**src/rtl/zet_prefetch_queue_pkg.sv**
```systemverilog
// Shared types and helpers for the instruction prefetch queue.
// Contents:
//   pfq_state_e  - fetch FSM states (idle, bus request, drain a stale bus cycle)
//   PFQ_RESET_*  - default code segment / instruction pointer loaded at reset
//   pfq_linear   - real-mode linear address (cs<<4)+ip, 20-bit wrap
//   pfq_wrap     - pointer advance modulo an arbitrary (non power-of-two) depth
package zet_prefetch_queue_pkg;

    typedef enum logic [1:0] {
        StIdle  = 2'd0,
        StFetch = 2'd1,
        StDrain = 2'd2
    } pfq_state_e;

    localparam logic [15:0] PFQ_RESET_CS = 16'hF000;
    localparam logic [15:0] PFQ_RESET_IP = 16'hFFF0;

    function automatic logic [19:0] pfq_linear(input logic [15:0] cs, input logic [15:0] ip);
        return {cs, 4'h0} + {4'h0, ip};
    endfunction

    // Advance is at most 2 and depth is at least 4, so one subtraction suffices.
    function automatic int unsigned pfq_wrap(input int unsigned ptr, input int unsigned n,
                                             input int unsigned depth);
        return (ptr + n >= depth) ? ptr + n - depth : ptr + n;
    endfunction

endpackage

```
**src/rtl/zet_pfq_store.sv**
```systemverilog
// Byte-wide circular storage for the prefetch queue.
// Ports:
//   clk, rst          clock, asynchronous active-low reset (write pointer only)
//   clear             restart the write pointer at slot 0
//   we, wr_count      write wr_count (1..BUS_BYTES) bytes from wr_data, byte 0 first
//   wr_data           bytes to store, byte k lands at wr_ptr+k (mod DEPTH)
//   rd_ptr            head slot supplied by the owner of the read side
//   rd_byte0/1        combinational reads of slots rd_ptr and rd_ptr+1 (mod DEPTH)
module zet_pfq_store
    import zet_prefetch_queue_pkg::*;
#(
    parameter int unsigned DEPTH     = 6,
    parameter int unsigned BUS_BYTES = 2
) (
    input  logic                     clk,
    input  logic                     rst,
    input  logic                     clear,
    input  logic                     we,
    input  logic [1:0]               wr_count,
    input  logic [8*BUS_BYTES-1:0]   wr_data,
    input  logic [$clog2(DEPTH)-1:0] rd_ptr,
    output logic [7:0]               rd_byte0,
    output logic [7:0]               rd_byte1
);
    localparam int unsigned PW = $clog2(DEPTH);

    logic [7:0]    mem [DEPTH];
    logic [PW-1:0] wr_ptr_q;

    always_ff @(posedge clk or negedge rst) begin
        if (!rst) begin
            wr_ptr_q <= '0;
        end else if (clear) begin
            wr_ptr_q <= '0;
        end else if (we) begin
            wr_ptr_q <= PW'(pfq_wrap(32'(wr_ptr_q), 32'(wr_count), DEPTH));
        end
    end

    // Storage itself needs no reset: q_count gates which slots are meaningful.
    always_ff @(posedge clk) begin
        if (we && !clear) begin
            for (int unsigned k = 0; k < BUS_BYTES; k++) begin
                if (k < 32'(wr_count)) begin
                    mem[PW'(pfq_wrap(32'(wr_ptr_q), k, DEPTH))] <= wr_data[8*k +: 8];
                end
            end
        end
    end

    assign rd_byte0 = mem[rd_ptr];
    assign rd_byte1 = mem[PW'(pfq_wrap(32'(rd_ptr), 32'd1, DEPTH))];

endmodule

```
**src/rtl/zet_prefetch_queue.sv**
```systemverilog
// Instruction prefetch queue: fetches code bytes ahead of execution from CS:IP into a
// byte-wide circular queue and presents the two head bytes to decode.
// Ports:
//   clk, rst                   clock, asynchronous active-low reset
//   flush, flush_cs, flush_ip  discard queue and restart fetching at flush_cs:flush_ip
//   mem_adr, mem_stb           registered bus request (address held until mem_ack)
//   mem_ack, mem_dat           bus completion and read data (byte k = mem_adr+k)
//   q_byte0, q_byte1           head byte and the byte after it
//   q_count, q_ip              bytes held, IP of q_byte0
//   pop                        bytes consumed this cycle (0..2)
//   pop_err                    one-cycle pulse when pop exceeded q_count (pop ignored)
module zet_prefetch_queue
    import zet_prefetch_queue_pkg::*;
#(
    parameter int unsigned DEPTH     = 6,
    parameter int unsigned BUS_BYTES = 2,
    parameter logic [15:0] RESET_CS  = PFQ_RESET_CS,
    parameter logic [15:0] RESET_IP  = PFQ_RESET_IP
) (
    input  logic                       clk,
    input  logic                       rst,
    input  logic                       flush,
    input  logic [15:0]                flush_cs,
    input  logic [15:0]                flush_ip,
    output logic [19:0]                mem_adr,
    output logic                       mem_stb,
    input  logic                       mem_ack,
    input  logic [8*BUS_BYTES-1:0]     mem_dat,
    output logic [7:0]                 q_byte0,
    output logic [7:0]                 q_byte1,
    output logic [$clog2(DEPTH+1)-1:0] q_count,
    output logic [15:0]                q_ip,
    input  logic [1:0]                 pop,
    output logic                       pop_err
);
    localparam int unsigned CW = $clog2(DEPTH + 1);
    localparam int unsigned PW = $clog2(DEPTH);

    pfq_state_e    state_q;
    logic [15:0]   fetch_cs_q;
    logic [15:0]   fetch_ip_q;
    logic [15:0]   q_ip_q;
    logic [CW-1:0] q_count_q;
    logic [PW-1:0] rd_ptr_q;
    logic [19:0]   mem_adr_q;
    logic          mem_stb_q;
    logic          pop_err_q;

    logic                   odd_start;
    logic                   enq;
    logic                   pop_ok;
    logic                   has_room;
    logic [1:0]             n_in;
    logic [1:0]             pop_amt;
    logic [15:0]            fetch_ip_aligned;
    logic [8*BUS_BYTES-1:0] wr_data;
    logic [CW-1:0]          q_count_d;

    always_comb begin
        // A word bus cannot start on an odd byte: fetch the aligned word, keep its high byte.
        odd_start        = (BUS_BYTES == 2) && fetch_ip_q[0];
        n_in             = odd_start ? 2'd1 : 2'(BUS_BYTES);
        fetch_ip_aligned = odd_start ? {fetch_ip_q[15:1], 1'b0} : fetch_ip_q;
        wr_data          = odd_start ? (mem_dat >> 8) : mem_dat;
        enq              = (state_q == StFetch) && mem_ack && !flush;
        pop_ok           = CW'(pop) <= q_count_q;
        pop_amt          = pop_ok ? pop : 2'd0;
        has_room         = q_count_q <= CW'(DEPTH - BUS_BYTES);
        q_count_d        = q_count_q + (enq ? CW'(n_in) : '0) - CW'(pop_amt);
    end

    always_ff @(posedge clk or negedge rst) begin
        if (!rst) begin
            state_q    <= StIdle;
            fetch_cs_q <= RESET_CS;
            fetch_ip_q <= RESET_IP;
            q_ip_q     <= RESET_IP;
            q_count_q  <= '0;
            rd_ptr_q   <= '0;
            mem_adr_q  <= '0;
            mem_stb_q  <= 1'b0;
            pop_err_q  <= 1'b0;
        end else begin
            // A pop swallowed by a flush is not an error.
            pop_err_q <= !flush && !pop_ok;

            if (flush) begin
                q_count_q  <= '0;
                rd_ptr_q   <= '0;
                fetch_cs_q <= flush_cs;
                fetch_ip_q <= flush_ip;
                q_ip_q     <= flush_ip;
            end else begin
                q_count_q <= q_count_d;
                rd_ptr_q  <= PW'(pfq_wrap(32'(rd_ptr_q), 32'(pop_amt), DEPTH));
                q_ip_q    <= q_ip_q + 16'(pop_amt);
                if (enq) begin
                    fetch_ip_q <= fetch_ip_q + 16'(n_in);
                end
            end

            unique case (state_q)
                StIdle: begin
                    if (!flush && has_room) begin
                        state_q   <= StFetch;
                        mem_stb_q <= 1'b1;
                        mem_adr_q <= pfq_linear(fetch_cs_q, fetch_ip_aligned);
                    end
                end
                StFetch: begin
                    if (mem_ack) begin
                        state_q   <= StIdle;
                        mem_stb_q <= 1'b0;
                    end else if (flush) begin
                        // Bus cycle still owed an ack; its data belongs to the old stream.
                        state_q <= StDrain;
                    end
                end
                StDrain: begin
                    if (mem_ack) begin
                        state_q   <= StIdle;
                        mem_stb_q <= 1'b0;
                    end
                end
                default: begin
                    state_q   <= StIdle;
                    mem_stb_q <= 1'b0;
                end
            endcase
        end
    end

    overflow_chk: assert property (@(posedge clk) disable iff (!rst)
        !(enq && (q_count_q == CW'(DEPTH))));

    zet_pfq_store #(
        .DEPTH     (DEPTH),
        .BUS_BYTES (BUS_BYTES)
    ) u_store (
        .clk      (clk),
        .rst      (rst),
        .clear    (flush),
        .we       (enq),
        .wr_count (n_in),
        .wr_data  (wr_data),
        .rd_ptr   (rd_ptr_q),
        .rd_byte0 (q_byte0),
        .rd_byte1 (q_byte1)
    );

    assign mem_adr = mem_adr_q;
    assign mem_stb = mem_stb_q;
    assign q_count = q_count_q;
    assign q_ip    = q_ip_q;
    assign pop_err = pop_err_q;

endmodule

```
**config.mk**
```make
export PLATFORM = sky130hd
export DESIGN_NAME = zet_prefetch_queue
export DESIGN_NICKNAME = d
export VERILOG_FILES = /design/src/rtl/zet_prefetch_queue_pkg.sv /design/src/rtl/zet_pfq_store.sv /design/src/rtl/zet_prefetch_queue.sv
export SDC_FILE = /design/constraint.sdc
export NUM_CORES = 1
export LEC_CHECK = 0
export ABC_AREA = 1
export CELL_PAD_IN_SITES_DETAIL_PLACEMENT = 1
export CELL_PAD_IN_SITES_GLOBAL_PLACEMENT = 1
export CORE_MARGIN = 8
export CORE_UTILIZATION = 40
export DETAILED_ROUTE_END_ITERATION = 10
export PLACE_DENSITY = 0.88
export SYNTH_ARGS = -nofsm -noshare
export SYNTH_HDL_FRONTEND = slang
export SYNTH_HIERARCHICAL = 1
export SYNTH_SLANG_ARGS = --single-unit
```
**constraint.sdc**
```tcl
create_clock -name clk -period 5.2 [get_ports clk]
set_input_delay 1.3 -clock clk [delete_from_list [all_inputs] [get_ports clk]]
set_output_delay 1.3 -clock clk [all_outputs]
set_load 0.02 [all_outputs]
```
==> results.py <==
metrics = {
    "grt": {
        "grt_overflow": 0,
        "grt_usage": 0.214,
        "grt_pass1_vias": 8456,
        "grt_first_pass_wirelength_um": 44500,
        "grt_max_degree": 51,
        "antenna_found_initial": 0,
    },
    "layout": {
        "regArea_sq_um": 3480,
        "nFillCells": 2607,
        "nets": 1321,
        "layout-drive-gt1-share": 0.105,
        "multi_input_area_sq_um": 4330,
        "fin_cells": 1517,
        "num_antenna_cells": 0,
        "final_util": 0.498,
        "area_delta_synth_final_pct": 22.2,
        "layout_common_cells": "363 x nand2_1, 141 x inv_1, 107 x clkdlybuf4s50_1, 102 x o21ai_0",
        "final_common_cell": "nand2_1",
    },
    "timing": {
        "fin_crit_sh": 0.856,
        "max_slew.worst_pin.slew_ns": 1.17,
        "final.setup.tns_ns": 0,
        "maxSlewViolCount": 0,
        "hold_viol": 0,
        "fmax_mhz": 225,
        "slew_headroom": 0.210,
        "final.setup_skew_ns": 0.0125,
        "fin_ws_ns": 0.748,
        "period_minus_slack_ns": 4.45,
        "grt_setup_unrepaired": "no",
        "finalSetupViolCount": 0,
    },
    "die": {
        "std_cell_rows": 53,
        "dieHeight_um": 162,
        "dieArea_sq_um": 26300,
        "pin_count": 111,
        "core_area_sq_um": 21000,
        "initial_core_util": 0.407,
        "die_x_um": 162,
    },
    "clock_tree": {
        "hold_buffers": 0,
        "cts_sinks": 128,
        "numCtsBuffers": 17,
        "clockBufferDepth": 2,
        "htreeDepth": 4,
        "clk_pin_slew_ns": 0.06,
        "cts_resized": 0,
        "postCtsSetupBuffers": 0,
        "cts_tree": "built",
        "clk_latency_ns": 0.43,
        "root_buffer": "clkbuf_16",
    },
    "critical_path": {
        "cp.depth": 5,
        "crit_fanout": 40,
        "cp.arrival_ns": 3.15,
        "startpoint_type": "flop",
        "crit_type": "reg2out",
        "crit_required_ns": 3.90,
        "critical_path.top_delay_family": "buffers and inverters",
        "cp-end-kind": "output pin",
        "timing.critical_path.buf_inv": 2,
        "path_cells": "inv_1 > o21ai_0 > o22ai_1 > o2bb2ai_1 > clkdlybuf4s50_1",
        "cpPeakStageDelay_ns": 0.82,
        "critPathSlowestCell": "inv_1",
        "reg2reg_depth": 5,
    },
    "status": {
        "status": "completed",
    },
    "drt": {
        "vias_per_cell": 5.22,
        "drt_pass1_iterations": 5,
        "drcViolationCount": 0,
        "drt_iter0_markers": 494,
        "num_vias": 7924,
        "wl_per_cell_um": 18.4,
        "detail_route.wirelength_um": 27800,
        "postRouteAntennaNets": 0,
    },
    "synthesis": {
        "postSynthCellCount": 1129,
        "yosysSeqAreaShare": 0.406,
        "yosysUniqueCellTypes": 51,
        "synth_flop_cell": "dfrtp_1",
        "synth_edf_count": 48,
        "ys_warn_count": 6,
        "async_flop_share": 0.625,
        "synth_area_leaders": "edfxtp_1 17%, nand2_1 16%, dfrtp_1 15%, dfstp_2 8.6%, inv_1 6.2%",
        "synth_top_area_frac": 0.168,
        "synth_largest_area_cell": "edfxtp_1",
        "avgSynthCellArea_sq_um": 7.58,
        "syn_area_sq_um": 8560,
        "ys_ff_latch": 128,
        "syn_nets": 1221,
    },
    "placement": {
        "port_buffers": 109,
        "dp.cells": 1485,
        "gp_congestion": 0.921,
        "hpwl_um": 21500,
        "pre_cts_slack_ns": 0.900,
    },
    "power_and_ir_drop": {
        "power_density_nw_per_um2": 487,
        "irDropWorstVdd_v": 0.000246,
        "power.leakage_uw": 0.00478,
        "power.total_uw": 5100,
    },
    "run": {
        "drv_cap": 0,
    },
    "min_path": {
        "hold_path_class": "reg2reg",
        "hold_path_depth": 2,
    },
}
## synth_stat cells (8+ instances only)
cell / n
inv_1: 141
nand2_2: 11
nor3_1: 11
nor2_1: 75
ha_1: 32
dfstp_2: 28
mux2i_1: 13
nand3_1: 75
clkbuf_1: 11
edfxtp_1: 48
o21ai_1: 12
dfrtp_1: 52
o21ai_0: 102
xor2_1: 9
o21ai_2: 21
buf_2: 11
a21oi_1: 21
nand2_1: 363
o22ai_1: 8
## layer usage
layer | vias to the layer above | part of all wire | GRT usage
met5 | - | 0 | 0
met4 | 0 | 0.031 | 0.0951
met3 | 61 | 0.037 | 0.0359
met2 | 208 | 0.52 | 0.384
met1 | 3809 | 0.41 | 0.245
li1 | 3846 | - | -
## worst register-to-register path, cell delays in order (launching register included)
cell and delay [ns]:
dfrtp_1 0.61, inv_1 0.65, nand2_2 0.18, nor2_2 0.52, nand3_4 0.31, o21ai_0 0.48
## final cells by class
cell class	instances	share of cell area
Clock inverter	11	0.0120
Clock buffer	21	0.0481
Tap cell	275	0.0329
Multi-Input combinational cell	819	0.414
Sequential cell	128	0.332
Inverter	148	0.0531
Timing Repair Buffer	115	0.108
## per-stage QoR
stage               area [sq um]  hold slack [ns]
floorplan                   8560            0.448
global placement            9840            0.462
detailed placement          9840            0.465
CTS                        10500            0.482
global route               10500            0.510
finish                     10500            0.479
## path summary, 6_finish.rpt
kind | start | slack (ns) | end
worst min register to register | mem_adr[11] | 0.48 | mem_adr[11]
min in group asynchronous | rst | 0.89 | mem_adr[13]
worst min-delay path | mem_adr[11] | 0.48 | mem_adr[11]
max in group asynchronous | rst | 3.40 | q_ip[4]
worst max-delay path | rd_ptr_q[0] | 0.75 | q_byte0[6]
worst max register to register | fetch_ip_q[0] | 2.07 | u_store/mem[5][5]
## report_power, final
group | internal [uW] | switching, uW
clock | 788 | 475
sequential | 1260 | 176
combinational | 929 | 1470
## cell families after synthesis
| kind of cell | after synthesis | share of synthesized area |
|---|---|---|
| AND/OR/NAND/NOR | 569 | 0.288 |
| AO/OA/AOI/OAI | 183 | 0.126 |
| buffers and inverters | 182 | 0.0880 |
| flip-flops | 128 | 0.406 |
| adder cells (fa/ha/maj) | 38 | 0.0608 |
| XOR/XNOR | 15 | 0.0153 |
| multiplexers | 13 | 0.0152 |
| other | 1 | 0.000438 |
## registers in the layout, summed over array words and instances (netlist names)
| register | count |
|---|---|
| u_store/wr_ptr_q | 3 |
| fetch_cs_q | 16 |
| rd_ptr_q | 3 |
| mem_stb | 1 |
| state_q | 2 |
| q_ip | 16 |
| mem_adr | 19 |
| u_store/mem | 48 |
| pop_err | 1 |
| fetch_ip_q | 16 |
| q_count | 3 |
Note: power is estimated with default switching activity, not from simulation.
